[src/rtl/board_pixel_mapper.sv]
// ---------------------------------------------------------------------------
// board_pixel_mapper
//   Generates VGA raster timing from a pixel-clock enable and maps every
//   visible pixel onto a 4x4 game board. The output value (0..12) is the tile
//   index used by the downstream colour lookup; 12 means background/grid.
//   Syncs, blank and coordinates go through the same two-stage pipeline so
//   they stay aligned with the value. The board is captured once per frame
//   (on the frame-wrap tick) so tiles never tear mid-frame.
//
// Ports
//   clk_i      system clock
//   rst_n_i    synchronous reset, active-low
//   pix_en_i   pixel-clock enable; all state holds while low
//   board_i    16 x 4-bit tile values, cell i = row*4+col at [4i+3:4i]
//   value_o    tile value for the colour lookup (0..12)
//   hsync_o    horizontal sync, active-low
//   vsync_o    vertical sync, active-low
//   blank_n_o  1 = visible pixel
//   px_x_o     x coordinate aligned with value_o
//   px_y_o     y coordinate aligned with value_o
// ---------------------------------------------------------------------------
module board_pixel_mapper #(
  parameter int unsigned H_ACTIVE = 640,
  parameter int unsigned H_FP     = 16,
  parameter int unsigned H_SYNC   = 96,
  parameter int unsigned H_BP     = 48,
  parameter int unsigned V_ACTIVE = 480,
  parameter int unsigned V_FP     = 10,
  parameter int unsigned V_SYNC   = 2,
  parameter int unsigned V_BP     = 33,
  parameter int unsigned BOARD_X0 = 80,
  parameter int unsigned BOARD_Y0 = 0,
  parameter int unsigned CELL     = 120,
  parameter int unsigned LINE     = 4
) (
  input  logic               clk_i,
  input  logic               rst_n_i,
  input  logic               pix_en_i,
  input  logic [63:0]        board_i,
  output logic signed [31:0] value_o,
  output logic               hsync_o,
  output logic               vsync_o,
  output logic               blank_n_o,
  output logic [9:0]         px_x_o,
  output logic [9:0]         px_y_o
);

  localparam int unsigned H_TOTAL = H_ACTIVE + H_FP + H_SYNC + H_BP;
  localparam int unsigned V_TOTAL = V_ACTIVE + V_FP + V_SYNC + V_BP;

  localparam logic [9:0] H_LAST    = 10'(H_TOTAL - 1);
  localparam logic [9:0] V_LAST    = 10'(V_TOTAL - 1);
  localparam logic [9:0] H_ACT     = 10'(H_ACTIVE);
  localparam logic [9:0] V_ACT     = 10'(V_ACTIVE);
  localparam logic [9:0] HS_START  = 10'(H_ACTIVE + H_FP);
  localparam logic [9:0] HS_LEN    = 10'(H_SYNC);
  localparam logic [9:0] VS_START  = 10'(V_ACTIVE + V_FP);
  localparam logic [9:0] VS_LEN    = 10'(V_SYNC);
  localparam logic [9:0] X0        = 10'(BOARD_X0);
  localparam logic [9:0] Y0        = 10'(BOARD_Y0);
  localparam logic [9:0] SPAN      = 10'(4 * CELL);
  localparam logic [9:0] CELL_LAST = 10'(CELL - 1);
  localparam logic [9:0] LINE_W    = 10'(LINE);
  localparam logic [3:0] BG        = 4'd12;

  // -------------------------------------------------------------------------
  // Stage 0: raster counters, cell trackers, board snapshot
  // -------------------------------------------------------------------------
  logic [9:0]       h_q, h_d, v_q, v_d;
  logic [9:0]       offx_q, offx_d, offy_q, offy_d;
  logic [2:0]       col_q, col_d, row_q, row_d;
  logic [15:0][3:0] board_q, board_d;
  logic             h_wrap, v_wrap;

  assign h_wrap = (h_q == H_LAST);
  assign v_wrap = (v_q == V_LAST);

  always_comb begin
    h_d     = h_q;
    v_d     = v_q;
    offx_d  = offx_q;
    col_d   = col_q;
    offy_d  = offy_q;
    row_d   = row_q;
    board_d = board_q;
    if (pix_en_i) begin
      h_d = h_wrap ? '0 : h_q + 10'd1;
      if (h_wrap) v_d = v_wrap ? '0 : v_q + 10'd1;

      // Column tracker follows h_d so it always describes the counter it
      // sits next to. It realigns at the board's left edge every line; the
      // values it holds outside the board are never used.
      if (h_d == X0) begin
        offx_d = '0;
        col_d  = '0;
      end else if (offx_q == CELL_LAST) begin
        offx_d = '0;
        col_d  = col_q + 3'd1;
      end else begin
        offx_d = offx_q + 10'd1;
      end

      // Row tracker steps once per line, realigning at the board's top row.
      if (h_wrap) begin
        if (v_d == Y0) begin
          offy_d = '0;
          row_d  = '0;
        end else if (offy_q == CELL_LAST) begin
          offy_d = '0;
          row_d  = row_q + 3'd1;
        end else begin
          offy_d = offy_q + 10'd1;
        end
      end

      // Frame-wrap tick: take whatever board is presented on this tick.
      if (h_wrap && v_wrap) board_d = board_i;
    end
  end

  always_ff @(posedge clk_i) begin
    if (!rst_n_i) begin
      h_q     <= '0;
      v_q     <= '0;
      offx_q  <= '0;
      col_q   <= '0;
      offy_q  <= '0;
      row_q   <= '0;
      board_q <= '0;
    end else begin
      h_q     <= h_d;
      v_q     <= v_d;
      offx_q  <= offx_d;
      col_q   <= col_d;
      offy_q  <= offy_d;
      row_q   <= row_d;
      board_q <= board_d;
    end
  end

  // -------------------------------------------------------------------------
  // Stage 1: region decode of the current counter state
  // -------------------------------------------------------------------------
  // Window tests use unsigned offset-from-start compares; positions before
  // the start wrap to large values and fall outside the window.
  logic [9:0] h_rel, v_rel, hs_rel, vs_rel;
  logic       inb1_d, line1_d, act1_d, hs1_d, vs1_d;
  logic [3:0] cell1_d;

  assign h_rel  = h_q - X0;
  assign v_rel  = v_q - Y0;
  assign hs_rel = h_q - HS_START;
  assign vs_rel = v_q - VS_START;

  always_comb begin
    inb1_d  = (h_rel < SPAN) && (v_rel < SPAN);
    line1_d = (offx_q < LINE_W) || (offy_q < LINE_W);
    act1_d  = (h_q < H_ACT) && (v_q < V_ACT);
    hs1_d   = !(hs_rel < HS_LEN);
    vs1_d   = !(vs_rel < VS_LEN);
    cell1_d = {row_q[1:0], col_q[1:0]};
  end

  logic       inb1_q, line1_q, act1_q, hs1_q, vs1_q;
  logic [3:0] cell1_q;
  logic [9:0] h1_q, v1_q;

  // Stage 1 resets to "idle" (blank, syncs deasserted) so the first
  // post-reset output matches the reset output.
  always_ff @(posedge clk_i) begin
    if (!rst_n_i) begin
      inb1_q  <= 1'b0;
      line1_q <= 1'b0;
      act1_q  <= 1'b0;
      hs1_q   <= 1'b1;
      vs1_q   <= 1'b1;
      cell1_q <= '0;
      h1_q    <= '0;
      v1_q    <= '0;
    end else if (pix_en_i) begin
      inb1_q  <= inb1_d;
      line1_q <= line1_d;
      act1_q  <= act1_d;
      hs1_q   <= hs1_d;
      vs1_q   <= vs1_d;
      cell1_q <= cell1_d;
      h1_q    <= h_q;
      v1_q    <= v_q;
    end
  end

  // -------------------------------------------------------------------------
  // Stage 2: tile lookup and output registers
  // -------------------------------------------------------------------------
  // Tile codes 13..15 have no colour entry; show them as background.
  logic [15:0][3:0] tile_c;

  for (genvar i = 0; i < 16; i++) begin : g_clamp
    assign tile_c[i] = (board_q[i] > BG) ? BG : board_q[i];
  end

  logic [3:0] val2_d, val2_q;
  logic       hs2_q, vs2_q, bn2_q;
  logic [9:0] x2_q, y2_q;

  assign val2_d = (!act1_q || !inb1_q || line1_q) ? BG : tile_c[cell1_q];

  always_ff @(posedge clk_i) begin
    if (!rst_n_i) begin
      val2_q <= BG;
      hs2_q  <= 1'b1;
      vs2_q  <= 1'b1;
      bn2_q  <= 1'b0;
      x2_q   <= '0;
      y2_q   <= '0;
    end else if (pix_en_i) begin
      val2_q <= val2_d;
      hs2_q  <= hs1_q;
      vs2_q  <= vs1_q;
      bn2_q  <= act1_q;
      x2_q   <= h1_q;
      y2_q   <= v1_q;
    end
  end

  assign value_o   = signed'({28'd0, val2_q});
  assign hsync_o   = hs2_q;
  assign vsync_o   = vs2_q;
  assign blank_n_o = bn2_q;
  assign px_x_o    = x2_q;
  assign px_y_o    = y2_q;

endmodule
[config.mk]
export PLATFORM = sky130hd
export DESIGN_NAME = board_pixel_mapper
export DESIGN_NICKNAME = d
export VERILOG_FILES = /design/src/rtl/board_pixel_mapper.sv
export SDC_FILE = /design/constraint.sdc
export NUM_CORES = 1
export LEC_CHECK = 0
export CELL_PAD_IN_SITES_DETAIL_PLACEMENT = 1
export CELL_PAD_IN_SITES_GLOBAL_PLACEMENT = 1
export CORE_ASPECT_RATIO = 1.1
export CORE_MARGIN = 4
export CORE_UTILIZATION = 44
export DETAILED_ROUTE_END_ITERATION = 7
export PLACE_DENSITY = 0.86
export SLEW_MARGIN = 20
export SYNTH_ARGS = -nofsm -noshare
export SYNTH_HDL_FRONTEND = slang
export SYNTH_SLANG_ARGS = --single-unit
[constraint.sdc]
create_clock -name clk_i -period 3.45 [get_ports clk_i]
set_input_delay 0.69 -clock clk_i [delete_from_list [all_inputs] [get_ports clk_i]]
set_output_delay 0.69 -clock clk_i [all_outputs]
set_load 0.02 [all_outputs]
==> results.sh <==
export IMPL_status="finished clean"
export IMPL_io_pins=122
export IMPL_drcViolationCount=0
export IMPL_syn_area_um2=7950
export IMPL_worst_pin_slew_ns=1.02
export IMPL_cts_tree="yes"
export IMPL_worst_setup_path_type="flip-flop to flip-flop"
export IMPL_cts_resized=0
export IMPL_setup_tns_ns=0
export IMPL_post_route_min_period_ns=2.66
export IMPL_worstHoldPathType="flip-flop to flip-flop"
export IMPL_leakage_nw=3.33
export IMPL_cts_root_buf="clkbuf_16"
export IMPL_gr_total_overflow=0
export IMPL_ys_seq_elements=164
export IMPL_clock_path_buffers=2
export IMPL_postCtsHoldBufs=0
export IMPL_syn_instance_count=897
export IMPL_htree_levels=4
export IMPL_first_global_vias=6845
export IMPL_drt_initial_drc_count=324
export IMPL_clk_transition_reported_paths_ns=0.07
export IMPL_grt_total_usage_pct=22.2
export IMPL_slew_headroom_pct=31.6
export IMPL_rows=51
export IMPL_grt_pass1_wl_mm=36.0
export IMPL_worstPathMaxFanout=64
export IMPL_seq_area_frac_synth_pct=41.3
export IMPL_ir_worst_vdd_uv=355
export IMPL_arrival_ns=2.99
export IMPL_cts_sinks=164
export IMPL_rsz0062_at_grt="false"
export IMPL_fin_util_pct=53.4
export IMPL_insertedDiodeCount=0
export IMPL_wl_per_cell_um=18.0
export IMPL_whs_ns=0.468
export IMPL_report_final_slew_viol_count=0
export IMPL_grt_max_degree=65
export IMPL_wl_mm=21.6
export IMPL_area_delta_synth_final_pct=19.3
export IMPL_start_kind="flip-flop"
export IMPL_finalCritPeriodShare_pct=77.1
export IMPL_gp_congestion=0.823
export IMPL_cap_violations=0
export IMPL_firstDrtPassIters=5
export IMPL_synth_edf_count=0
export IMPL_fin_skew_ns=0.0109
export IMPL_nets=1030
export IMPL_port_buffer_count=93
export IMPL_dp_hpwl_mm=14.5
export IMPL_worstSkewPairLatency_ns=0.43
export IMPL_end_kind="flip-flop"
export IMPL_core_area_um2=17700
export IMPL_antenna_found_initial=0
export IMPL_postCtsSetupBuffers=0
export IMPL_power_density_nw_per_um2=430
export IMPL_ant_nets=0
export IMPL_setup_viol=0
export IMPL_drive_above_1_share_pct=6.63
export IMPL_die_x_um=136
export IMPL_synthArstFlopShare_pct=0
export IMPL_vias=6574
export IMPL_cts_buffers=17
export IMPL_synth_area_per_cell_um2=8.86
export IMPL_die_h_um=149
export IMPL_vias_per_cell=5.46
export IMPL_die_area_um2=20300
export IMPL_max_freq_mhz=376
export IMPL_cp_data_required_time_ns=3.78
export IMPL_synthDistinctLibCells=55
export IMPL_yosys_warnings=0
export IMPL_start_util_pct=44.8
export IMPL_synthFlopType="dfxtp_1"
export IMPL_final_hold_viol_count=0
-- cells by family (layout without fill, tap and decap cells) --
| family | Yosys count | in the layout | share of synthesized area [%] |
|---|---|---|---|
| fa+ha+maj | 11 | 11 | 1.73 |
| other cells | 1 | 28 | 0.0472 |
| buf+inv | 103 | 144 | 6.60 |
| simple gates | 348 | 348 | 21.2 |
| mux | 63 | 63 | 9.82 |
| xor+xnor | 29 | 29 | 3.20 |
| compound gates | 178 | 178 | 16.1 |
| flops | 164 | 164 | 41.3 |
-- flip-flops by register name, summed over array words and instances (netlist names), 2 cells and up --
register and cells:
board_q 64, h1_q 10, h_q 10, offx_q 10
offy_q 10, px_x_o 10, px_y_o 10, v1_q 10
v_q 10, cell1_q 4, val2_q 4, col_q 2
row_q 2
-- report_power, final --
part	internal (W)	switching, W	leakage [nW]	total [W]
Combinational	0.000106	0.000102	1.72	0.000208
Sequential	0.00190	0.00000882	1.32	0.00191
Clock	0.00115	0.000815	0.289	0.00196
Total	0.00315	0.000925	3.33	0.00408
-- cell type report --
cell class	instances	area [um^2]
Sequential cell	164	3280
Inverter	12	45.0
Multi-Input combinational cell	657	4240
Timing Repair Buffer	100	1000
Fill cell	2096	8260
Clock inverter	14	178
Clock buffer	18	429
Tap cell	238	298
-- cells in the final DEF (no fill, tap or decap), types with 8 or more instances in the layout --
cell	count
nand2_1	177
dfxtp_1	164
clkdlybuf4s50_1	91
a21boi_0	65
mux2i_1	51
nor2b_1	46
nor2_1	32
a21oi_1	31
conb_1	28
nor3_1	20
xor2_1	18
clkbuf_16	17
o21ai_0	16
nand3_1	14
a21boi_1	13
mux4_2	12
inv_1	11
xnor2_1	11
a221oi_1	11
ha_1	11
nand4_1	10
and3_1	9
a22oi_1	9
and4_1	8
-- per-layer routing --
metal  GRT usage [%]  wire, um
met5               0         0
met4            10.2       739
met3            4.05       838
met2            39.7     11300
met1            25.6      8800
-- Yosys cell counts, types with 2 or more instances --
cell type    n  area, um^2
a211oi_1     7        52.6
a21boi_0    65         488
a21boi_1    13        97.6
a21oi_1     31         155
a221oi_1    11        96.3
a22oi_1      9        67.6
a31oi_1      2        12.5
a32o_1       2        20.0
a41oi_1      2        17.5
and2_1       4        25.0
and3_1       9        56.3
and4_1       8        70.1
and4b_1      2        20.0
and4bb_2     2        25.0
buf_1        7        26.3
buf_2       20         100
buf_4       30         225
clkbuf_1    34         128
dfxtp_1    164        3280
ha_1        11         138
inv_1       11        41.3
mux2i_1     51         510
mux4_2      12         270
nand2_1    178         668
nand2b_1     2        12.5
nand3_1     14        70.1
nand4_1     10        62.6
nand4b_1     2        17.5
nor2_1      32         120
nor2b_1     46         288
nor3_1      20         100
nor3b_1      2        15.0
nor4_1       4        25.0
o211a_1      3        30.0
o21ai_0     16        80.1
o221ai_2     2        30.0
o22ai_1      6        37.5
or3_1        5        31.3
or4_1        5        37.5
xnor2_1     11        96.3
xor2_1      18         158
-- per-stage QoR --
step	area, um^2	worst slack [ns]	power [W]	std cells
2_1_floorplan	8050	1.20	0.00208	924
3_5_place_dp	8870	0.968	0.00216	1171
4_1_cts	9480	0.806	0.00411	1203
6_report	9480	0.790	0.00408	1203
3_3_place_gp	8870	1.08	0.00216	1171
5_1_grt	9480	0.599	0.00421	1203
-- critical path, stage by stage, from the launching register on --
cell	delay, ns
dfxtp_1	0.56
ha_1	0.24
and4bb_2	0.28
and3_1	0.41
nand2_2	0.23
nor2_4	0.17
buf_12	0.26
nand2_1	0.13
a21boi_0	0.25
-- path summary, 6_finish.rpt --
path	to	from	slack [ns]	depth (start not counted)
setup / recovery	board_q[2]	h_q[4]	0.79	8
hold / removal	board_q[33]	board_q[33]	0.47	2
setup reg to reg	board_q[2]	h_q[4]	0.79	8
hold reg to reg	board_q[33]	board_q[33]	0.47	2
No activity file was read; power rests on OpenSTA's default activity.
